<file path="config.mk">
export PLATFORM = sky130hd
export DESIGN_NAME = ref_dac_scheduler
export DESIGN_NICKNAME = d
export VERILOG_FILES = /design/src/rtl/ref_dac_scheduler.sv
export SDC_FILE = /design/constraint.sdc
export NUM_CORES = 1
export LEC_CHECK = 0
export BUFFER_PORTS_ARGS = -buffer_cell sky130_fd_sc_hd__buf_2
export CELL_PAD_IN_SITES_DETAIL_PLACEMENT = 0
export CELL_PAD_IN_SITES_GLOBAL_PLACEMENT = 2
export CORE_MARGIN = 2
export CORE_UTILIZATION = 29
export DETAILED_ROUTE_END_ITERATION = 8
export PLACE_DENSITY = 0.86
export SETUP_SLACK_MARGIN = 0.5
export SYNTH_ARGS = -nofsm -noshare
export SYNTH_HDL_FRONTEND = slang
export SYNTH_SLANG_ARGS = --single-unit
</file>
<file path="constraint.sdc">
create_clock -name clk -period 2.6 [get_ports clk]
set_input_delay 0.39 -clock clk [delete_from_list [all_inputs] [get_ports clk]]
set_output_delay 0.39 -clock clk [all_outputs]
set_load 0.005 [all_outputs]
</file>
<file path="src/rtl/ref_dac_scheduler.sv">
// ref_dac_scheduler
//   Arbitrates four channel update requests round-robin and shifts the
//   granted 16-bit word, MSB first, to a reference DAC over a
//   chip-select / serial-clock / serial-data link.
//
// Ports
//   clk       system clock, all logic on its rising edge
//   rst       asynchronous active-high reset
//   req       per-channel request level, held until the matching ack
//   req_data  four 16-bit words, channel n at bits 16n+15:16n
//   ack       one-cycle accept pulse for the granted channel
//   busy      high while a transfer (setup, shift or gap) is in progress
//   done      one-cycle pulse when a transfer completes
//   SDI_REF   serial data, changes on CLK_REF falling edges
//   CLK_REF   serial clock, idle low, CLK_DIV clk cycles per half-period
//   CS_REF    active-low chip select per channel
//   MUX_REF   index of the channel currently/last granted
module ref_dac_scheduler #(
    parameter int CLK_DIV = 4
) (
    input  logic        clk,
    input  logic        rst,
    input  logic [3:0]  req,
    input  logic [63:0] req_data,
    output logic [3:0]  ack,
    output logic        busy,
    output logic        done,
    output logic        SDI_REF,
    output logic        CLK_REF,
    output logic [3:0]  CS_REF,
    output logic [1:0]  MUX_REF
);

    typedef enum logic [1:0] {IDLE, SETUP, SHIFT, GAP} state_t;

    localparam logic [7:0] DIV_LAST = 8'(CLK_DIV - 1);

    state_t      state;
    logic [7:0]  div_cnt;
    logic [4:0]  half_cnt;    // 32 half-periods of CLK_REF per transfer
    logic [1:0]  last_grant;
    logic [15:0] shift_reg;   // bit 15 is the bit currently on SDI_REF
    logic        grant_vld;
    logic [1:0]  grant_idx;
    logic [15:0] grant_word;
    logic        div_end;

    // Search starts one past the previous winner and wraps; the fourth
    // candidate is the previous winner itself.
    function automatic logic [1:0] rr_pick(input logic [1:0] last, input logic [3:0] r);
        logic [1:0] idx;
        logic [1:0] pick;
        logic       found;
        pick  = 2'd0;
        found = 1'b0;
        for (int i = 1; i <= 4; i++) begin
            idx = last + 2'(i);
            if (!found && r[idx]) begin
                pick  = idx;
                found = 1'b1;
            end
        end
        return pick;
    endfunction

    assign grant_vld  = (state == IDLE) && (req != 4'b0000);
    assign grant_idx  = rr_pick(last_grant, req);
    assign grant_word = req_data[{grant_idx, 4'b0000} +: 16];
    assign div_end    = (div_cnt == DIV_LAST);

    // Data path only: captured at grant, advanced on each CLK_REF fall.
    always_ff @(posedge clk) begin
        if (grant_vld) begin
            shift_reg <= grant_word;
        end else if (state == SHIFT && div_end && CLK_REF) begin
            shift_reg <= {shift_reg[14:0], 1'b0};
        end
    end

    always_ff @(posedge clk or posedge rst) begin
        if (rst) begin
            state      <= IDLE;
            div_cnt    <= 8'd0;
            half_cnt   <= 5'd0;
            last_grant <= 2'd3;
            ack        <= 4'b0000;
            done       <= 1'b0;
            busy       <= 1'b0;
            SDI_REF    <= 1'b0;
            CLK_REF    <= 1'b0;
            CS_REF     <= 4'b1111;
            MUX_REF    <= 2'd0;
        end else begin
            ack  <= 4'b0000;
            done <= 1'b0;
            case (state)
                IDLE: begin
                    if (grant_vld) begin
                        ack        <= 4'b0001 << grant_idx;
                        CS_REF     <= ~(4'b0001 << grant_idx);
                        SDI_REF    <= grant_word[15];
                        MUX_REF    <= grant_idx;
                        last_grant <= grant_idx;
                        div_cnt    <= 8'd0;
                        busy       <= 1'b1;
                        state      <= SETUP;
                    end
                end
                SETUP: begin
                    if (div_end) begin
                        div_cnt  <= 8'd0;
                        half_cnt <= 5'd0;
                        CLK_REF  <= 1'b1;
                        state    <= SHIFT;
                    end else begin
                        div_cnt <= div_cnt + 8'd1;
                    end
                end
                SHIFT: begin
                    if (div_end) begin
                        div_cnt <= 8'd0;
                        if (half_cnt == 5'd31) begin
                            CLK_REF <= 1'b0;
                            CS_REF  <= 4'b1111;
                            SDI_REF <= 1'b0;
                            state   <= GAP;
                        end else begin
                            half_cnt <= half_cnt + 5'd1;
                            CLK_REF  <= ~CLK_REF;
                            // Leaving a high phase: present the next bit.
                            if (CLK_REF) begin
                                SDI_REF <= shift_reg[14];
                            end
                        end
                    end else begin
                        div_cnt <= div_cnt + 8'd1;
                    end
                end
                GAP: begin
                    if (div_end) begin
                        div_cnt <= 8'd0;
                        done    <= 1'b1;
                        busy    <= 1'b0;
                        state   <= IDLE;
                    end else begin
                        div_cnt <= div_cnt + 8'd1;
                    end
                end
                default: state <= IDLE;
            endcase
        end
    end

endmodule
</file>
==> results of run 1 <==
==> routing by layer <==
| metal | GRT usage, % | vias up |
|---|---|---|
| li1 | - | 1120 |
| met1 | 16.0 | 1021 |
| met2 | 19.9 | 74 |
| met3 | 3.35 | 9 |
| met4 | 3.38 | 0 |
| met5 | 0 | - |
==> metrics by stage <==
| step | cells | setup WS (ns) | instance area [sq um] |
|---|---|---|---|
| floorplan | 264 | 0.607 | 2810 |
| global placement | 470 | 0.547 | 3380 |
| detailed placement | 470 | 0.505 | 3380 |
| CTS | 479 | 0.546 | 3510 |
| global route | 479 | 0.524 | 3520 |
| finish | 479 | 0.621 | 3520 |
==> report_power, final <==
part           switching [mW]  internal [mW]
clock network           0.257          0.288
registers               0.167           1.15
logic                   0.915          0.866
total                    1.34           2.30
==> cells in the mapped netlist (2+ instances only) <==
| master | number | area (sq um) |
|---|---|---|
| a22o_1 | 8 | 70.1 |
| xor2_1 | 5 | 43.8 |
| nor2b_1 | 5 | 31.3 |
| nand2b_1 | 3 | 18.8 |
| o21ai_1 | 16 | 80.1 |
| nor3_1 | 2 | 10.0 |
| nand2_1 | 25 | 93.8 |
| nand4_1 | 2 | 12.5 |
| inv_1 | 8 | 30.0 |
| a211oi_1 | 2 | 15.0 |
| ha_1 | 8 | 100 |
| and3_1 | 5 | 31.3 |
| o21ai_0 | 7 | 35.0 |
| nand3_1 | 5 | 25.0 |
| or3b_1 | 2 | 17.5 |
| xnor2_1 | 2 | 17.5 |
| mux2_2 | 20 | 225 |
| edfxtp_1 | 15 | 450 |
| mux2i_1 | 31 | 310 |
| dfstp_2 | 6 | 158 |
| buf_6 | 3 | 33.8 |
| nand4b_1 | 2 | 17.5 |
| nand3b_1 | 2 | 15.0 |
| nor2_1 | 21 | 78.8 |
| a21oi_1 | 5 | 25.0 |
| dfrtp_1 | 25 | 626 |
| clkbuf_1 | 6 | 22.5 |
==> cells by family after synthesis <==
logic type	Yosys count
buffers and inverters	20
adders and majority gates	8
AOI/OAI and AO/OA	52
xor gates and xnor gates	7
DFF	46
muxes	51
and+or+nand+nor	80
==> final cells by class <==
cell class,instances,area share (%)
inverters,8,0.853
clock buffers,5,1.95
flip-flops and latches,46,35.0
multi-input cells,198,42.0
repair buffers,90,14.4
clock inverters,3,1.24
well taps,129,4.58
==> final timing paths <==
path / start / endpoint / slack (ns) / cells after the start
max in group asynchronous: rst / last_grant[1]$_DFFE_PP1P_ / 2.12 / 3
worst max-delay path: last_grant[0]$_DFFE_PP1P_ / CS_REF[2]$_DFFE_PP1P_ / 0.62 / 6
worst min-delay path: rst / ack[1]$_DFF_PP0_ / 0.16 / 3
worst min register to register: last_grant[1]$_DFFE_PP1P_ / last_grant[1]$_DFFE_PP1P_ / 0.49 / 2
min in group clk: req[3] / ack[0]$_DFF_PP0_ / 0.49 / 4
worst max register to register: last_grant[0]$_DFFE_PP1P_ / CS_REF[2]$_DFFE_PP1P_ / 0.62 / 6
==> what timing repair did <==
action / in CTS / in global routing
endpoints found under the setup margin: 15 / 3
pin swaps: 1 / 0
resized for setup: 0 / 4
setup buffers: 1 / 0
hold endpoints to repair: 0 / 0
==> worst reg2reg max path, cell delays in order (launching register included) <==
cell and delay (ns):
dfstp_2 0.55, and2b_1 0.19, o21ai_1 0.18, o211ai_2 0.13, buf_4 0.24, or3b_1 0.37
mux2_2 0.26
==> qor.yml, run 1 <==
grt_first_pass_wirelength_um: 10100
ctsLongestPathBuffers: 2
hold_ws_ns: 0.158
die_w_um: 102
io_pins: 84
grt_antenna_before_repair: 0
cp.required_ns: 2.84
status: "finished, final reports clean"
syn2layout_area_growth_pct: 25.7
max_freq_mhz: 505
synth.avg_cell_area_sq_um: 10.6
dr_total_vias: 2224
num_rows: 35
utilization_pct: 37.8
routed.top_layer: "met4"
drc_errors: 0
vias_per_cell: 4.64
wire_per_inst_um: 12.5
drtIter0Drc: 74
worstSkewPairLatency_ns: 0.30
initial_core_util_pct: 30.0
cts_hold_buffers: 0
synthMuxAreaShare_pct: 19.1
gp_congestion: 0.767
synthAdderAreaFrac_pct: 3.57
synth_flop_cell: "dfrtp_1"
rsz0062_at_grt: "no"
diodes: 0
path_delay_family: "flip-flops"
arrival_ns: 2.22
ant_nets: 0
core_area_sq_mm: 0.00933
wirelength_um: 5980
final_common_cell: "buf_2"
setup_viol: 0
grt-ovfl-total: 0
largest_register_ff_count: 15
cap_viol_max_count: 0
synth_cell_type_count: 50
io_buffers: 83
hold_class: "input pin to asynchronous set/reset pin"
synthesis.area_sq_mm: 0.00280
drt_pre_antenna_iters: 4
yosys_warnings: 0
setup_tns_ns: 0
fin_nets: 427
final_cell_mix: "buf_2 (83), mux2i_1 (31), dfrtp_1 (25), nand2_1 (25), nor2_1 (21)"
yosys.area_share.xor_xnor_pct: 2.19
cp-end-kind: "register"
synthCells: 264
crit_path_start_kind: "register"
grt_pass1_vias: 2191
dp_hpwl_um: 4400
path_clk_slew_ns: 0.09
yosys.area_share.simple_pct: 14.8
p_leak_nw: 1.65
die_area_sq_mm: 0.0105
wl_met3_um: 383
die_h_um: 102
cp_num_buf_inv: 1
crit_slowest_cell: "dfstp_2"
nFillCells: 925
postSynth.asyncResetShare_pct: 67.4
crit_chain: "and2b_1 > o21ai_1 > o211ai_2 > buf_4 > or3b_1 > mux2_2"
power.density_mw_per_mm2: 1030
cp_max_fo: 24
slew_headroom_pct: 56.0
regArea_sq_mm: 0.00123
cts_sinks: 46
clock-root-buffer: "clkbuf_8"
drv_slew: 0
finalHoldViolCount: 0
grt_max_degree: 38
synth_edf_count: 15
p_total_mw: 3.64
synth_seq_cells: 46
synth_top_family_by_area: "multiplexers"
wl_met2_um: 2730
synth_compound_area_share_pct: 12.2
synth_nets: 342
wl_met1_um: 2790
peakVddDrop_v: 0.000363
min_period_over_period_pct: 76.1
h-tree-depth: 2
criticalPathCategory: "register to register"
layout-drive-gt1-share_pct: 38.0
cts_tree: "built"
finalCriticalPeriod_ns: 1.98
gr-usage-all-layers_pct: 12.2
numCtsBuffers: 5
clock_skew_ns: 0.00913
tightestPinTransition_ns: 0.654
multi_input_area_sq_mm: 0.00148
critical_path.max_stage_delay_ns: 0.55
synth-seq-area-share_pct: 44.0
Note: power is estimated with default switching activity, not from simulation.
==> run 2, diff against run 1 <==
Settings changed: CORE_UTILIZATION 29 to 32, PLACE_DENSITY 0.86 to 0.89.
Clock period 2.6 ns to 2 ns, I/O delays scaled along.
==> run 2 against run 1 <==
Sequential share of layout area decreased by 5.1 points. Setup slack worse by 0.55 ns. Utilization rose by 10 points.
==> qor.yml, run 2 (same netlist as run 1, synthesis figures left out) <==
power.density_mw_per_mm2: 1420  # was 1030 mW/mm^2
clock_skew_ns: 0.00488  # was 0.00913 ns
wirelength_um: 7200  # was 5980 um
status: "finished, final reports clean"  # unchanged
fin_nets: 463  # was 427
dr_total_vias: 2381  # was 2224
finalCriticalPeriod_ns: 1.93  # was 1.98 ns
grt-ovfl-total: 0  # unchanged
cap_viol_max_count: 0  # unchanged
hold_ws_ns: 0.0622  # was 0.158 ns
vias_per_cell: 4.82  # was 4.64
clock-root-buffer: "clkbuf_8"  # unchanged
min_period_over_period_pct: 96.4  # was 76.1%
drv_slew: 0  # unchanged
cts_sinks: 46  # unchanged
final_area_sq_mm: 0.00415  # was 0.00352 sq mm
ctsLongestPathBuffers: 2  # unchanged
core_area_sq_mm: 0.00859  # was 0.00933 sq mm
layout-drive-gt1-share_pct: 54.4  # was 38.0%
setup_tns_ns: 0  # unchanged
setup_viol: 0  # unchanged
wire_per_inst_um: 14.6  # was 12.5 um
drt_pre_antenna_iters: 4  # unchanged
cp-end-kind: "register"  # unchanged
cp.required_ns: 2.24  # was 2.84 ns
rsz0062_at_grt: "yes"  # was no
peakVddDrop_v: 0.000557  # was 0.000363 V
cts_hold_buffers: 0  # unchanged
gp_congestion: 0.816  # was 0.767
numCtsBuffers: 5  # unchanged
drtIter0Drc: 66  # was 74
syn2layout_area_growth_pct: 47.9  # was 25.7%
worstSkewPairLatency_ns: 0.31  # was 0.30 ns
final_common_cell: "buf_2"  # unchanged
ant_nets: 0  # unchanged
largest_register_ff_count: 15  # unchanged
criticalPathCategory: "register to register"  # unchanged
die_h_um: 97.6  # was 102 um
p_leak_nw: 1.92  # was 1.65 nW
die_area_sq_mm: 0.00952  # was 0.0105 sq mm
io_pins: 84  # unchanged
initial_core_util_pct: 32.6  # was 30.0%
crit_path_start_kind: "register"  # unchanged
max_freq_mhz: 519  # was 505 MHz
cp_max_fo: 4  # was 24
final_cell_mix: "buf_2 (83), mux2i_1 (31), buf_4 (23)"  # was buf_2 (83), mux2i_1 (31), dfrtp_1 (25), nand2_1 (25), nor2_1 (21)
grt_max_degree: 34  # was 38
drc_errors: 0  # unchanged
p_total_mw: 5.89  # was 3.64 mW
diodes: 0  # unchanged
r2r-start: "last_grant[0]$_DFFE_PP1P_"  # unchanged
tightestPinTransition_ns: 0.401  # was 0.654 ns
die_w_um: 97.6  # was 102 um
num_rows: 34  # was 35
arrival_ns: 2.17  # was 2.22 ns
dp_hpwl_um: 4770  # was 4400 um
slew_headroom_pct: 73.2  # was 56.0%
grt_pass1_vias: 2359  # was 2191
grt_antenna_before_repair: 0  # unchanged
h-tree-depth: 2  # unchanged
io_buffers: 83  # unchanged
cts_tree: "built"  # unchanged
hold_class: "input pin to asynchronous set/reset pin"  # unchanged
placed_area_sq_mm: 0.00351  # was 0.00338 sq mm
grt_first_pass_wirelength_um: 11600  # was 10100 um
finalHoldViolCount: 0  # unchanged
gr-usage-all-layers_pct: 15.0  # was 12.2%
path_clk_slew_ns: 0.09  # about the same
cp-startpoint: "last_grant[0]$_DFFE_PP1P_"  # unchanged
-- run 2: what timing repair did --
action | 4_1_cts | 5_1_grt
buffers inserted | 15 | 11
cloned | 3 | 1
resized for setup | 25 | 34
pin swaps | 8 | 20
endpoints found under the setup margin | 59 | 59
-- run 2: worst paths after layout --
path                                         endpoint  slack [ns]  cells past startpoint
max reg2reg                     CS_REF[2]$_DFFE_PP1P_        0.07                      6
min in group clk           shift_reg[0]$_SDFFCE_PP0P_        0.43                      3
min reg2reg                    MUX_REF[1]$_DFFE_PP0P_        0.49                      2
min                                    done$_DFF_PP0_        0.06                      3
max                             CS_REF[2]$_DFFE_PP1P_        0.07                      6
max in group asynchronous   last_grant[1]$_DFFE_PP1P_        1.61                      3
-- run 2: worst max-delay path: stages, from the launching register on --
cell and delay (ns):
dfstp_2 0.54, and2b_2 0.23, o21ai_2 0.13, o211ai_2 0.16, buf_12 0.18, or3b_4 0.36, mux2_4 0.26
-- run 2: layer usage --
| metal | vias to the layer above | wire length [um] | GRT usage [%] |
|---|---|---|---|
| met5 | - | 0 | 0 |
| met4 | 0 | 85 | 4.81 |
| met3 | 6 | 241 | 2.23 |
| met2 | 45 | 3440 | 23.8 |
| met1 | 1126 | 3430 | 21.3 |
| li1 | 1204 | - | - |
-- run 2: final cells by class --
class,instances,area [sq um]
inverter,8,30.0
fill,787,4450
clock buffer,5,68.8
multi-input combinational,198,1700
sequential,46,1240
tap,108,135
timing repair buffer,126,928
clock inverter,3,40.0
-- run 2: report_power, final --
part           switching [mW]  total, mW  leakage [nW]  internal (mW)
clock network           0.334      0.702        0.0579          0.368
logic                    1.58       3.45          1.34           1.87
registers               0.229       1.73         0.524           1.50
total                    2.14       5.89          1.92           3.75
-- run 2: stage by stage --
stage | instances | setup slack, ns | util [%]
final | 494 | 0.0730 | 48.2
after global routing | 494 | 0.0376 | 48.2
after CTS | 482 | 0.118 | 45.5
after detailed placement | 456 | 0.0576 | 40.9
after global placement | 456 | 0.141 | 40.9
after floorplan | 264 | 0.184 | -
==> run 3, diff against run 2 <==
Settings changed: CELL_PAD_IN_SITES_GLOBAL_PLACEMENT 2 to 1, CORE_UTILIZATION 32 to 33, PLACE_DENSITY 0.89 to 0.78.
==> run 3 against run 2 <==
Final cell count shrank 1.6%. Routed wire length grew 4.7%. Clock power shrank 17%. Worst hold slack gained 0.0054 ns. Sequential power is essentially flat. Global-route usage grew 0.80 points. Critical path depth is the same. Via count grew 1.2%. Combinational power shrank 1%. Critical path type unchanged. Critical endpoint is now shift_reg[1]$_DFFE_PP_.
==> qor.yml, run 3 (same netlist as run 1, synthesis figures left out) <==
status: "finished, final reports clean"  # unchanged
arrival_ns: 2.04  # was 2.17 ns
placedCellCount: 451  # was 456
crit_path_start_kind: "register"  # unchanged
drc_errors: 0  # unchanged
peakVddDrop_v: 0.000548  # was 0.000557 V
drv_slew: 0  # unchanged
stdcell_count: 486  # was 494
initial_core_util_pct: 34.1  # was 32.6%
grt_antenna_before_repair: 0  # unchanged
crit_chain: "and2b_1 > o221a_4 > buf_12 > mux2i_1 > mux2_2 > o21ai_1"  # was and2b_2 > o21ai_2 > o211ai_2 > buf_12 > or3b_4 > mux2_4
fin_nets: 458  # was 463
drt_pre_antenna_iters: 4  # unchanged
hold_class: "input pin to asynchronous set/reset pin"  # unchanged
drtIter0Drc: 94  # was 66
worstSkewPairLatency_ns: 0.31  # about the same
gr-usage-all-layers_pct: 15.8  # was 15.0%
cts_sinks: 46  # unchanged
largest_register_ff_count: 15  # unchanged
cp.required_ns: 2.16  # was 2.24 ns
grt-ovfl-total: 0  # unchanged
wirelength_um: 7540  # was 7200 um
finalCriticalPeriod_ns: 1.88  # was 1.93 ns
diodes: 0  # unchanged
die_h_um: 96.2  # was 97.6 um
cp_max_fo: 10  # was 4
p_leak_nw: 1.88  # was 1.92 nW
num_rows: 33  # was 34
dp_slack_ns: 0.116  # was 0.0576 ns
ant_nets: 0  # unchanged
gp_congestion: 0.737  # was 0.816
rsz0062_at_grt: "yes"  # unchanged
power.density_mw_per_mm2: 1400  # was 1420 mW/mm^2
die_w_um: 96.2  # was 97.6 um
grt_first_pass_wirelength_um: 11200  # was 11600 um
io_pins: 84  # unchanged
min_period_over_period_pct: 93.8  # was 96.4%
wire_per_inst_um: 15.5  # was 14.6 um
max_freq_mhz: 533  # was 519 MHz
clock-root-buffer: "clkbuf_8"  # unchanged
ctsLongestPathBuffers: 2  # unchanged
final_common_cell: "buf_2"  # unchanged
cap_viol_max_count: 0  # unchanged
setup_viol: 0  # unchanged
utilization_pct: 49.9  # was 48.2%
cts_hold_buffers: 0  # unchanged
io_buffers: 83  # unchanged
use_met1_pct: 21.6  # was 21.3%
path_clk_slew_ns: 0.09  # about the same
dp_hpwl_um: 4880  # was 4770 um
grt.met3_usage_pct: 2.82  # was 2.23%
criticalPathCategory: "register to register"  # unchanged
grt_busiest_layer: "met2"  # unchanged
critical_path.max_stage_delay_ns: 0.54  # about the same
grt_max_degree: 33  # was 34
setup_tns_ns: 0  # unchanged
grtUsageMet2_pct: 25.3  # was 23.8%
r2r_slack_ns: 0.12  # was 0.07 ns
clock_skew_ns: 0.00670  # was 0.00488 ns
finalHoldViolCount: 0  # unchanged
r2r-end: "shift_reg[1]$_DFFE_PP_"  # was CS_REF[2]$_DFFE_PP1P_
r2r-start: "last_grant[0]$_DFFE_PP1P_"  # unchanged
slew_headroom_pct: 72.7  # was 73.2%
layout-drive-gt1-share_pct: 53.5  # was 54.4%
core_area_sq_mm: 0.00822  # was 0.00859 sq mm
vias_per_cell: 4.96  # was 4.82
timing.final.ws_setup_ns: 0.124  # was 0.0730 ns
tightestPinTransition_ns: 0.409  # was 0.401 ns
syn2layout_area_growth_pct: 46.3  # was 47.9%
cts_tree: "built"  # unchanged
crit_slowest_cell: "dfstp_2"  # unchanged
cp-end-kind: "register"  # unchanged
dr_total_vias: 2410  # was 2381
h-tree-depth: 2  # unchanged
rr_worst_depth: 6  # unchanged
grt_pass1_vias: 2290  # was 2359
die_area_sq_mm: 0.00925  # was 0.00952 sq mm
numCtsBuffers: 5  # unchanged
final_cell_mix: "buf_2 (83), mux2i_1 (30), dfrtp_1 (24)"  # was buf_2 (83), mux2i_1 (31), buf_4 (23)
==> run 3: worst max path at each step <==
stage / start / end / slack (ns) / depth (start not counted)
2_1_floorplan: last_grant[0]$_DFFE_PP1P_ / shift_reg[4]$_DFFE_PP_ / 0.18 / 7
3_3_place_gp: state[0]$_DFFE_PP0P_ / SDI_REF$_DFFE_PP0P_ / 0.16 / 6
3_5_place_dp: state[0]$_DFFE_PP0P_ / SDI_REF$_DFFE_PP0P_ / 0.12 / 6
4_1_cts: last_grant[1]$_DFFE_PP1P_ / CS_REF[2]$_DFFE_PP1P_ / 0.12 / 5
5_1_grt: last_grant[0]$_DFFE_PP1P_ / SDI_REF$_DFFE_PP0P_ / 0.04 / 6
6_report: last_grant[0]$_DFFE_PP1P_ / shift_reg[1]$_DFFE_PP_ / 0.12 / 6
==> run 3: routing by layer <==
layer	vias up	share of wire, %
li1	1192	-
met1	1167	43
met2	44	51
met3	7	4.0
met4	0	1.2
met5	-	0
==> run 3: area by class of cell <==
class                           count  area (sq um)
Inverter                            8          30.0
Tap cell                          105           131
Timing Repair Buffer              121           877
Clock buffer                        5          68.8
Multi-Input combinational cell    198          1740
Clock inverter                      3          21.3
Fill cell                         767          4120
Sequential cell                    46          1230
==> run 3: report_power, final <==
part           internal (mW)  switching [mW]
combinational           1.82            1.59
clock                  0.246           0.337
sequential              1.50           0.228
total                   3.56            2.16
==> run 3: critical path: cells and delay by family, from the launching register on <==
family	cells	cell delay [ns]
buffers and inverters	1	0.17
AOI/OAI and AO/OA	2	0.43
muxes	2	0.38
DFF	1	0.54
and+or+nand+nor	1	0.20
==> run 3: stage by stage <==
stage	hold WS, ns	total power, mW	area (sq um)
after detailed placement	0.417	4.22	3470
final	0.0676	5.72	4100
after global placement	0.410	4.16	3470
after CTS	0.0824	5.37	3870
after global routing	0.0967	6.13	4100
after floorplan	0.399	3.57	2920
==> run 3: what timing repair did <==
| action | 4_1_cts | 5_1_grt |
|---|---|---|
| gates resized for setup | 32 | 28 |
| cloned | 3 | 1 |
| setup buffers | 13 | 10 |
| setup endpoints to repair | 59 | 59 |
| pin swaps | 11 | 20 |
